$ cat src/rtl/uart_receiver.sv
// 8N1 UART receive stage: 2-flop input synchronizer, 16x-oversampled bit recovery,
// one-cycle RX_END / rx_ferr strobes and a frame-in-progress status flag.
module uart_receiver #(
  parameter int unsigned OVERSAMPLE = 16,
  parameter int unsigned DATA_BITS  = 8
) (
  input  logic                 clk,
  input  logic                 reset,
  input  logic                 clk_Baud,
  input  logic                 UART_RX,
  output logic [DATA_BITS-1:0] rx_data,
  output logic                 RX_END,
  output logic                 rx_status,
  output logic                 rx_ferr
);

  localparam int unsigned TW = $clog2(OVERSAMPLE);
  localparam int unsigned BW = $clog2(DATA_BITS + 1);

  localparam logic [TW-1:0] TcntHalf = TW'(OVERSAMPLE / 2 - 1);
  localparam logic [TW-1:0] TcntTop  = TW'(OVERSAMPLE - 1);
  localparam logic [BW-1:0] BcntLast = BW'(DATA_BITS - 1);

  localparam logic [1:0] StIdle  = 2'd0;
  localparam logic [1:0] StStart = 2'd1;
  localparam logic [1:0] StData  = 2'd2;
  localparam logic [1:0] StStop  = 2'd3;

  logic                 sync1_q, rx_s_q;
  logic [1:0]           state_q, state_d;
  logic [TW-1:0]        tcnt_q, tcnt_d;
  logic [BW-1:0]        bcnt_q, bcnt_d;
  logic [DATA_BITS-1:0] shift_q, shift_d;
  logic [DATA_BITS-1:0] rx_data_q, rx_data_d;
  logic                 rx_end_q, rx_end_d;
  logic                 rx_ferr_q, rx_ferr_d;

  always_comb begin
    state_d   = state_q;
    tcnt_d    = tcnt_q;
    bcnt_d    = bcnt_q;
    shift_d   = shift_q;
    rx_data_d = rx_data_q;
    rx_end_d  = 1'b0;
    rx_ferr_d = 1'b0;
    if (clk_Baud) begin
      tcnt_d = (tcnt_q == TcntTop) ? '0 : tcnt_q + TW'(1);
      case (state_q)
        StIdle: begin
          tcnt_d = '0;
          if (!rx_s_q) begin
            state_d = StStart;
            tcnt_d  = TW'(1);
          end
        end
        StStart: begin
          if (tcnt_q == TcntHalf) begin
            // Line back high at mid start bit: treat as a glitch
            state_d = rx_s_q ? StIdle : StData;
            tcnt_d  = '0;
            bcnt_d  = '0;
          end
        end
        StData: begin
          if (tcnt_q == TcntTop) begin
            shift_d = {rx_s_q, shift_q[DATA_BITS-1:1]};
            if (bcnt_q == BcntLast) begin
              state_d = StStop;
              bcnt_d  = '0;
            end else begin
              bcnt_d = bcnt_q + BW'(1);
            end
          end
        end
        StStop: begin
          // Leaving at mid stop bit gives half a bit of slack for back-to-back frames
          if (tcnt_q == TcntTop) begin
            state_d = StIdle;
            tcnt_d  = '0;
            if (rx_s_q) begin
              rx_data_d = shift_q;
              rx_end_d  = 1'b1;
            end else begin
              rx_ferr_d = 1'b1;
            end
          end
        end
        default: state_d = StIdle;
      endcase
    end
  end

  always_ff @(posedge clk or negedge reset) begin
    if (!reset) begin
      sync1_q   <= 1'b1;
      rx_s_q    <= 1'b1;
      state_q   <= StIdle;
      tcnt_q    <= '0;
      bcnt_q    <= '0;
      shift_q   <= '0;
      rx_data_q <= '0;
      rx_end_q  <= 1'b0;
      rx_ferr_q <= 1'b0;
    end else begin
      sync1_q   <= UART_RX;
      rx_s_q    <= sync1_q;
      state_q   <= state_d;
      tcnt_q    <= tcnt_d;
      bcnt_q    <= bcnt_d;
      shift_q   <= shift_d;
      rx_data_q <= rx_data_d;
      rx_end_q  <= rx_end_d;
      rx_ferr_q <= rx_ferr_d;
    end
  end

  assign rx_data   = rx_data_q;
  assign RX_END    = rx_end_q;
  assign rx_ferr   = rx_ferr_q;
  assign rx_status = (state_q != StIdle);

endmodule

$ cat config.mk
export PLATFORM = sky130hd
export DESIGN_NAME = uart_receiver
export DESIGN_NICKNAME = d
export VERILOG_FILES = /design/src/rtl/uart_receiver.sv
export SDC_FILE = /design/constraint.sdc
export NUM_CORES = 1
export LEC_CHECK = 0
export CAP_MARGIN = 20
export CELL_PAD_IN_SITES_DETAIL_PLACEMENT = 0
export CELL_PAD_IN_SITES_GLOBAL_PLACEMENT = 1
export CORE_ASPECT_RATIO = 0.5
export CORE_MARGIN = 2
export CORE_UTILIZATION = 50
export CTS_BUF_LIST = sky130_fd_sc_hd__clkbuf_4 sky130_fd_sc_hd__clkbuf_8
export DETAILED_ROUTE_END_ITERATION = 8
export GPL_ROUTABILITY_DRIVEN = 0
export PLACE_DENSITY_LB_ADDON = 0.12
export SLEW_MARGIN = 20
export SYNTH_ARGS = -nofsm -noshare
export SYNTH_HDL_FRONTEND = slang
export SYNTH_SLANG_ARGS = --single-unit
$ cat constraint.sdc
create_clock -name clk -period 4 [get_ports clk]
set_clock_uncertainty 0.2 [all_clocks]
set_input_delay 0.8 -clock clk [delete_from_list [all_inputs] [get_ports clk]]
set_output_delay 0.8 -clock clk [all_outputs]
set_load 0.01 [all_outputs]
==> Flow_metrics.wiki <==
{| class="wikitable"
! Metric !! Value
|-
| Synthesized netlist cell count || approximately 120
|-
| Cell accounting for the most synthesized area || sky130_fd_sc_hd__dfrtp_1
|-
| I/O pin count || 15
|-
| Met1 usage || 0.224
|-
| Highest net fanout along the worst path || 13
|-
| Final Setup Violations || 0
|-
| Busiest grt layer || met2
|-
| Flip-flop and latch count after synthesis || 30
|-
| Antenna violations before repair || 0
|-
| Endpoints failing hold || 0
|-
| Area contributors post-synth || sky130_fd_sc_hd__dfrtp_1 (50%), sky130_fd_sc_hd__mux2_4 (8.5%), sky130_fd_sc_hd__mux2_2 (8.0%)
|-
| Sum of negative setup slack || 0 ns
|-
| Most used flip-flop cell after synthesis || sky130_fd_sc_hd__dfrtp_1
|-
| Standard-cell row count || 13
|-
| Clock slew at the register clock pins of the worst setup and hold paths || 0.07 ns
|-
| Starting utilization of the core area || 0.533
|-
| Maximum operating frequency || 370 MHz
|-
| Clock Tree Buf Depth || 2
|-
| Post-synth design cell area || 1410 um^2
|-
| Critical path data arrival time || between 1.5 and 2 ns
|-
| Actual slew at the worst max-slew pin || 0.531 ns
|-
| Share of synthesized registers carrying an async set or reset || 1.00
|-
| Clock sink total || 30
|-
| Maximum number of pins on one net before global-route repair || 31
|-
| Data required time at the worst endpoint || 3.00 ns
|-
| Worst-skew pair later-pin latency || 0.28 ns
|-
| TritonCTS clock tree || done
|-
| Die Footprint || 3280 um^2
|-
| Worst vdd ir || 341 uV
|-
| Global Route Usage Sum || 0.165
|-
| Pwr per Cell Area || about 570 nW/um^2
|-
| Count of antenna diodes in the layout || 0
|-
| Cell variety after synth || 36
|-
| Post-Route WL || 2370 um
|-
| Post-synth top cells || sky130_fd_sc_hd__dfrtp_1 (28), sky130_fd_sc_hd__mux2_2 (10), sky130_fd_sc_hd__mux2_4 (8)
|-
| Final critical-path share of the clock period || 0.675
|-
| Core Region || 2640 um^2
|-
| Sequential area share after synthesis || 0.536
|-
| Drt wl/cell || approximately 14 um
|-
| Class of the most critical setup path || reg -> out
|-
| Met2 Usage GRT || 0.234
|-
| Number of synthesized flops with an enable pin || 0
|-
| Area Growth Syn to Fin || 20.7%
|-
| Height of the chip || 41.5 um
|-
| Share of the synthesized area in compound gates (AO/OA/AOI/OAI) || 0.0801
|-
| H-tree levels || 2
|-
| Post-CTS setup buffer count || 0
|-
| Synth warnings || 0
|-
| Portion of synthesized cell area occupied by the leading cell type || 0.499
|-
| Number of violations reported at the end of detailed-routing iteration 0 || 35
|-
| Combinational family with the most area after synthesis || multiplexers
|-
| Hold Buf Count CTS || 0
|-
| Number of clock buffers inserted by TritonCTS || 5
|-
| Final max-slew violation count || 0
|-
| Number of max-cap violations || 0
|-
| Met3 demand-to-capacity share in global routing || 0.0717
|-
| Path type of the worst min-delay path || reg -> reg
|-
| Via count of the first global-routing pass || 813
|-
| Share of post-route cells with drive strength above 1 || 0.260
|-
| # DRC || 0
|-
| Crit end category || primary output
|-
| Quantity of I/O buffers inserted on ports || 14
|-
| Headroom to the max-slew limit || 0.646
|-
| Worst Hold Launch || sync1_q
|-
| Post-synthesis adder-cell area fraction || 0.0178
|-
| Outcome || complete, no violations
|-
| Crit start category || register
|-
| Library cell with the highest instance count after synthesis || sky130_fd_sc_hd__dfrtp_1
|-
| Fin area || 1700 um^2
|-
| Via total after detailed routing || 874
|-
| Simple logic cell fraction of the synthesized area || 0.129
|-
| Multiplexer area fraction after synthesis || 0.187
|-
| DP Wirelength || 1570 um
|-
| Avg Cell Area, Syn || around 12 um^2
|-
| Launch point of the worst reg-to-reg path || tcnt_q[0]
|-
| Horizontal die dimension || around 79 um
|-
| Leakage || 0.000790 uW
|-
| Synth Area in XOR/XNOR || 0.00623
|-
| Wire length of the first global-routing pass || 3950 um
|-
| Min Clock Period, post-route || roughly 2.7 ns
|-
| Total overflow reported by the global router || 0
|-
| Synthesized Nets || approximately 120
|-
| Placed cell area || 1550 um^2
|-
| TritonRoute pass-1 iters || 4
|-
| RSZ-0062 raised after global routing || no
|-
| Number of vias per cell after detailed routing || 5.20
|-
| Detail Route Antenna Nets || 0
|-
| Count of instances resized after the clock tree is built || 0
|-
| Root cell of the clock tree || sky130_fd_sc_hd__clkbuf_8
|-
| Net count of the finished layout || 136
|}
## cell usage in the layout (no fill, tap or decap)
cell / Yosys / final
sky130_fd_sc_hd__dfrtp_1: 28 / 28
sky130_fd_sc_hd__clkdlybuf4s50_1: 0 / 14
sky130_fd_sc_hd__mux2_2: 10 / 10
sky130_fd_sc_hd__mux2_4: 8 / 8
sky130_fd_sc_hd__nand2_1: 7 / 7
sky130_fd_sc_hd__clkbuf_8: 0 / 6
sky130_fd_sc_hd__nor2_1: 5 / 5
sky130_fd_sc_hd__o21ai_0: 5 / 5
sky130_fd_sc_hd__inv_1: 4 / 4
sky130_fd_sc_hd__nand3_1: 4 / 4
sky130_fd_sc_hd__a31oi_1: 4 / 4
sky130_fd_sc_hd__a21oi_1: 4 / 4
sky130_fd_sc_hd__nand3b_1: 3 / 3
sky130_fd_sc_hd__mux2i_1: 3 / 3
sky130_fd_sc_hd__nor3_1: 2 / 2
sky130_fd_sc_hd__nor2b_1: 2 / 2
sky130_fd_sc_hd__ha_1: 2 / 2
sky130_fd_sc_hd__bufinv_16: 0 / 2
sky130_fd_sc_hd__dfstp_2: 2 / 2
sky130_fd_sc_hd__nand4_2: 1 / 1
sky130_fd_sc_hd__or3_1: 1 / 1
sky130_fd_sc_hd__or3b_2: 1 / 1
sky130_fd_sc_hd__and3_2: 1 / 1
sky130_fd_sc_hd__a21boi_2: 1 / 1
sky130_fd_sc_hd__xnor2_1: 1 / 1
sky130_fd_sc_hd__o31ai_1: 1 / 1
sky130_fd_sc_hd__nand2b_1: 1 / 1
sky130_fd_sc_hd__nor2_2: 1 / 1
sky130_fd_sc_hd__nand4_1: 1 / 1
sky130_fd_sc_hd__a21o_1: 1 / 1
sky130_fd_sc_hd__nor4b_1: 1 / 1
sky130_fd_sc_hd__a22oi_1: 1 / 1
sky130_fd_sc_hd__a2bb2oi_1: 1 / 1
sky130_fd_sc_hd__nand4b_1: 1 / 1
sky130_fd_sc_hd__buf_4: 1 / 1
## kinds of logic after synthesis
logic type / after synthesis
buf+inv: 11
compound gates: 18
flops: 30
xor+xnor: 1
fa+ha+maj: 2
mux: 21
simple gates: 32
## where the power goes
group          switching, uW  internal, uW
registers               72.4           344
clock network            117           266
logic                   78.2          87.9
total                    267           697
## per-layer routing
metal,vias up,part of all wire
met5,-,0
met4,0,0.012
met3,4,0.048
met2,17,0.43
met1,418,0.51
li1,435,-
## through the flow
stage	util	worst slack (ns)	std cells	power (uW)	hold slack, ns
2_1_floorplan	-	1.81	115	552	0.145
3_3_place_gp	0.589	1.05	160	584	0.147
3_5_place_dp	0.589	1.01	160	583	0.154
4_1_cts	0.643	1.29	168	969	0.159
5_1_grt	0.643	1.18	168	1010	0.163
6_report	0.643	1.30	168	964	0.158
## final cells by class
| cell class | instances | area, um^2 |
|---|---|---|
| multi-input cells | 74 | 591 |
| well taps | 37 | 46.3 |
| clock buffers | 6 | 82.6 |
| inverters | 4 | 15.0 |
| repair buffers | 15 | 148 |
| clock inverters | 2 | 60.1 |
| fillers | 215 | 940 |
| flip-flops and latches | 30 | 753 |
## state kept, by name (all words and copies together) (netlist names), named ones only
name and count:
rx_ferr 1, rx_s_q 1, tcnt_q 4, state_q 1
bcnt_q 4, shift_q 8, rx_data 8, RX_END 1
sync1_q 1
## critical path, cell delays in order, from the launching register on
cell and delay, ns:
sky130_fd_sc_hd__dfrtp_1 0.53, sky130_fd_sc_hd__nor2_1 0.34, sky130_fd_sc_hd__inv_1 0.07, sky130_fd_sc_hd__clkdlybuf4s50_1 0.48
## final timing paths
check / endpoint / slack, ns / cells past startpoint
max: rx_status / 1.30 / 3
min: rx_s_q / 0.16 / 0
max reg2reg: rx_data[3] / 1.79 / 4
min reg2reg: rx_s_q / 0.16 / 0
max in group asynchronous: sync1_q / 2.57 / 2
min in group asynchronous: rx_data[6] / 0.71 / 2
Note: power is estimated with default switching activity, not from simulation.
